<file path="config.mk">
export PLATFORM = sky130hd
export DESIGN_NAME = reg_file_param
export DESIGN_NICKNAME = d
export VERILOG_FILES = /design/src/rtl/reg_file_param.sv
export SDC_FILE = /design/constraint.sdc
export NUM_CORES = 1
export LEC_CHECK = 0
export CAP_MARGIN = 40
export CORE_ASPECT_RATIO = 0.6
export CORE_UTILIZATION = 30
export DETAILED_ROUTE_END_ITERATION = 8
export DONT_BUFFER_PORTS = 1
export SLEW_MARGIN = 20
export SYNTH_ARGS = -nofsm -noshare
export SYNTH_HDL_FRONTEND = slang
export SYNTH_SLANG_ARGS = --single-unit
</file>
<file path="constraint.sdc">
create_clock -name CLK -period 4.5 [get_ports CLK]
set_input_delay 1.35 -clock CLK [delete_from_list [all_inputs] [get_ports CLK]]
set_output_delay 1.35 -clock CLK [all_outputs]
set_load 0.02 [all_outputs]
</file>
<file path="src/rtl/reg_file_param.sv">
// Parametrised register file: 2^ADDR_W x DATA_W, two async read ports, one stallable write port,
// optional hard-wired zero register and a DEPTH-cycle soft-clear sequencer. Macro: REG_FILE_BYPASS_EN.

module reg_file_param_cell #(
  parameter int DATA_W = 8
) (
  input  logic              CLK,
  input  logic              RESET_N,
  input  logic              wen,
  input  logic              clr,
  input  logic [DATA_W-1:0] d,
  output logic [DATA_W-1:0] q
);
  always_ff @(posedge CLK or negedge RESET_N) begin
    if (!RESET_N)  q <= '0;
    else if (clr)  q <= '0;
    else if (wen)  q <= d;
  end
endmodule

module reg_file_param #(
  parameter int DATA_W   = 8,
  parameter int ADDR_W   = 3,
  parameter int ZERO_REG = 0
) (
  input  logic              CLK,
  input  logic              RESET_N,
  input  logic [DATA_W-1:0] IN,
  input  logic [ADDR_W-1:0] INADDRESS,
  input  logic              WRITE,
  input  logic              BUSYWAIT,
  input  logic [ADDR_W-1:0] OUT1ADDRESS,
  input  logic [ADDR_W-1:0] OUT2ADDRESS,
  output logic [DATA_W-1:0] OUT1,
  output logic [DATA_W-1:0] OUT2,
  input  logic              CLEAR,
  output logic              CLEAR_BUSY,
  output logic              WRITE_DROPPED
);
  localparam int DEPTH = 2**ADDR_W;

  typedef enum logic {IDLE, CLEARING} state_t;

  state_t                        state;
  logic [ADDR_W-1:0]             clr_ptr;
  logic [DEPTH-1:0][DATA_W-1:0]  regs;
  logic                          wr_req;
  logic                          zero_hit;
  logic                          commit;

  assign wr_req   = WRITE & ~BUSYWAIT;
  assign zero_hit = (ZERO_REG != 0) && (INADDRESS == '0);
  assign commit   = wr_req && (state == IDLE) && !zero_hit;

  // Sequencer: CLEAR in IDLE starts a walk over every register; CLEAR while walking is ignored.
  always_ff @(posedge CLK or negedge RESET_N) begin
    if (!RESET_N) begin
      state         <= IDLE;
      clr_ptr       <= '0;
      CLEAR_BUSY    <= 1'b0;
      WRITE_DROPPED <= 1'b0;
    end else begin
      WRITE_DROPPED <= wr_req && (state == CLEARING);
      case (state)
        IDLE: begin
          if (CLEAR) begin
            state      <= CLEARING;
            clr_ptr    <= '0;
            CLEAR_BUSY <= 1'b1;
          end
        end
        CLEARING: begin
          clr_ptr <= clr_ptr + 1'b1;
          if (clr_ptr == ADDR_W'(DEPTH-1)) begin
            state      <= IDLE;
            CLEAR_BUSY <= 1'b0;
          end
        end
        default: state <= IDLE;
      endcase
    end
  end

  for (genvar k = 0; k < DEPTH; k++) begin : g_reg
    reg_file_param_cell #(.DATA_W(DATA_W)) u_cell (
      .CLK     (CLK),
      .RESET_N (RESET_N),
      .wen     (commit && (INADDRESS == ADDR_W'(k))),
      .clr     ((state == CLEARING) && (clr_ptr == ADDR_W'(k))),
      .d       (IN),
      .q       (regs[k])
    );
  end

  function automatic logic [DATA_W-1:0] rd(input logic [ADDR_W-1:0] a);
    logic [DATA_W-1:0] v;
    v = regs[a];
`ifdef REG_FILE_BYPASS_EN
    // Forward the in-flight write; the zero-register rule below still wins.
    if (RESET_N && commit && (a == INADDRESS)) v = IN;
`endif
    if ((ZERO_REG != 0) && (a == '0)) v = '0;
    return v;
  endfunction

  always_comb begin
    OUT1 = rd(OUT1ADDRESS);
    OUT2 = rd(OUT2ADDRESS);
  end
endmodule

</file>
==> run summary <==
The flow ran to the end, and the final reports show no timing, DRC or antenna violations. The library cells used most frequently in the layout, excluding fill and tap cells, are sky130_fd_sc_hd__dfrtp_1 (70), sky130_fd_sc_hd__nand2_1 (68), sky130_fd_sc_hd__mux2i_1 (33), sky130_fd_sc_hd__nand3_1 (33), sky130_fd_sc_hd__o21ai_0 (32). The H-tree depth came out at 3. The number of design-rule violations left by the first detailed-router iteration is 276. The sort of element at the start of the critical path is an input port. The row count came out at 32. The critical path starts at OUT2ADDRESS[0]. Across the run, the number of max-cap violations was 0. The number of sinks handled by clock tree synthesis came out at 70.

In this design, the largest share of critical-path delay is due to multiplexers. The master of the slowest instance on the critical path is sky130_fd_sc_hd__mux4_1. The clock-pin transition on the worst setup and hold timing paths is 0.05 ns. The count of cell types in the netlist came out at 27.

The power per cell area is roughly 540 mW/mm^2. Setup repair after global routing left no endpoint under its margin. The core footprint came out at 0.0132 sq mm. The netlist area before placement is 0.00415 sq mm. Per report_power, the sequential group accounts for around 41% of the total.

The required time at the worst-slack endpoint came out at 3.15 ns. The sum of buffers and inverters on the critical path came out at 0. The number of standard cells after synthesis is 356. The number of instances on the worst hold path came out at 2. The relative contribution of combinational cells to total power came out at between 20% and 30%. The minimum setup slack in the final design came out at 0.889 ns. The maximum number of pins on one net before global-route repair came out at 71.

The final hold violation count is 0. The path depth of the worst reg2reg path came out at 4. Timing analysis after detailed placement gives a worst setup slack of 0.901 ns. The sequential element share of the synthesized area came out at 42.2%. The ratio of final minimum period to clock period came out at 80.3%. The final setup violation count is 0.

In this run the most critical hold path is launched from g_reg[4].u_cell.q[5]$_DFFE_PN0P_. The final critical delay including setup and external delays is 3.61 ns. The placed cell count came out at a little over 500.

The cell chosen for the clock root is sky130_fd_sc_hd__clkbuf_16. Port buffering added 0 buffers. The vertical die dimension came out at 93.1 um.

The sequential cell area is roughly 0.0018 sq mm. The worst relative slew slack is between 40% and 50%. The kind of critical path is input port to output pin. In this run the critical register-to-register path is captured at g_reg[5].u_cell.q[6]$_DFFE_PN0P_. Between clock sinks in the finished design, the worst skew comes to 0.00704 ns.

The synthesized area per cell is 11.7 sq um. The standby leakage power came out at 2.16 nW. The number of antenna violations at the first check in global routing is 0. The mean number of vias per cell is 5.83.

At the pin with the least slew margin, the transition time is 0.819 ns. The area of the multi-input gates came out at 0.00221 sq mm. The total wire length after detailed routing came out at 12.1 mm.

The share of total power consumed by net switching came out at 35.0%. The length of the first detailed-routing pass in iterations is 5. The switching power is 0.866 mW. The number of buffers inserted by hold repair at cts came out at 0. Yosys printed 0 warnings. The final weighted congestion in routability-driven placement is 0.845.

The detailed placer's ending HPWL came out at 8.11 mm. The biggest cell delay along the critical path came out at 0.54 ns. Static timing analysis puts the maximum clock frequency at approximately 0.28 GHz. The initial core utilization is 31.5%. The fraction of layout instances using a drive strength above 1 came out at 13.1%. The post-route cell area is 0.00457 sq mm.

The number of resized instances in the post-cts repair step came out at 0. After detailed routing, the number of remaining DRC violations is 0. The filler cells instantiated in the layout total about 1300. In this run the worst path has a maximum fanout of 16. The via count of the first global-routing pass came to 3175. The register-to-register setup slack is 2.26 ns. In this run the post-CTS setup repair buffer count came out at 0. When the netlist entered floorplanning its net count stood at 385. The total power draw came out at 2.47 mW. Relative to the synthesized area, the layout overhead comes to 10.3%. Leaving out fill and tap cells, the most frequent cell in the layout is sky130_fd_sc_hd__dfrtp_1. The number of antenna-violating nets in the routed design came out at 0. The number of pins exceeding their max-slew limit in the final report is 0. The via count is 3034. The I/O pin count is 40.

Internal power comes to 1.61 mW. For hold timing, the worst endpoint is g_reg[4].u_cell.q[5]$_DFFE_PN0P_. The die covers between 0.01 and 0.015 sq mm. The critical path goes through mux4_1 > mux2_2. The post-detailed-placement cell area is 0.00425 sq mm.

The power share of the clock group is 31.2%. The floorplan die width is around 150 um. The clock latency reported for the late side of the worst-skew pair is 0.34 ns. The largest voltage drop on the vdd net came out at ~0.19 mV. TritonCTS created 9 clock buffers. For this run, the post-layout net count is ~370. The number of buffers between clock root and the deepest sink is 2. The class of the worst hold path is flop to flop.

The setup TNS is 0 ns. The arrival time at the worst endpoint is between 2 and 2.5 ns. The startpoint of the worst register-to-register path is state$_DFF_PN0_. The first global-routing pass estimated around 19 mm of wire. For this run, the total global-route usage over all layers was measured as between 15 and 20%.

The count of antenna diodes in the layout came out at 0. Synthesis inferred 70 register bits. TritonCTS built the clock tree. The post-detailed-route wirelength per cell is 23.3 um. The number of standard cells in the final layout excluding fillers is 520. The total overflow left after global routing is 0. The kind of end point of the critical path is an output pin.
state kept, by name (all words and copies together) (netlist names):
register       flops
CLEAR_BUSY         1
g.u_cell.q        64
clr_ptr            3
WRITE_DROPPED      1
state              1
tightest hold or removal path, stage by stage (launching register included):
cell	delay, ns
sky130_fd_sc_hd__dfrtp_1	0.38
sky130_fd_sc_hd__nand2_1	0.07
sky130_fd_sc_hd__mux2i_1	0.06
through the flow:
| step | hold WS (ns) | util [%] |
|---|---|---|
| after floorplan | 0.505 | - |
| after global placement | 0.525 | 32.3 |
| after detailed placement | 0.534 | 32.3 |
| after CTS | 0.548 | 34.7 |
| after global routing | 0.572 | 34.7 |
| final | 0.546 | 34.7 |
routing by layer:
layer / vias to the layer above / part of all wire, % / GRT usage [%] / routed length [um]
met5: - / 0 / 0 / 0
met4: 0 / 1.1 / 5.08 / 133
met3: 18 / 9.6 / 6.02 / 1160
met2: 137 / 43 / 26.5 / 5190
met1: 1587 / 46 / 26.0 / 5630
li1: 1292 / - / - / -
worst max-delay path by stage:
stage / depth (start not counted) / endpoint
6_report: 2 / OUT2[0]
5_1_grt: 2 / OUT1[0]
4_1_cts: 2 / OUT2[0]
3_3_place_gp: 2 / OUT2[0]
3_5_place_dp: 2 / OUT2[0]
2_1_floorplan: 4 / OUT1[0]
power groups by stage:
stage	Clock (mW)	Combinational, mW	Sequential (mW)
6_report	0.772	0.680	1.02
5_1_grt	0.809	0.751	1.05
4_1_cts	0.785	0.681	1.02
3_5_place_dp	0	0.677	1.03
3_3_place_gp	0	0.651	1.01
2_1_floorplan	0	0.566	0.931
kinds of logic after synthesis:
family	Yosys count	share of synthesized area, %
AOI/OAI and AO/OA	35	4.37
adders and majority gates	7	2.11
buffers and inverters	39	5.07
DFF	70	42.2
muxes	82	32.6
and+or+nand+nor	123	13.6
synthesized netlist by cell type (all sizes together):
cell type,instances,area [sq um]
buf,19,135
and3,1,6.26
nor2,2,7.51
nor3b,4,30.0
nand4,2,12.5
mux4,32,830
nand3,33,165
ha,7,87.6
o22ai,1,6.26
nor3,1,5.00
dfrtp,70,1750
mux2,17,191
mux2i,33,330
o31ai,2,15.0
nand2,70,268
clkbuf,7,26.3
nand2b,1,6.26
o21ai,32,160
and2,4,25.0
and3b,2,17.5
inv,13,48.8
nand3b,3,22.5
layout make-up:
type / count / share of cell area, %
Inverter: 13 / 1.07
Multi-Input combinational cell: 247 / 48.2
Clock inverter: 7 / 2.16
Sequential cell: 70 / 38.3
Tap cell: 170 / 4.65
Timing Repair Buffer: 4 / 0.657
Clock buffer: 9 / 4.92
(Power assumes the default switching activity.)
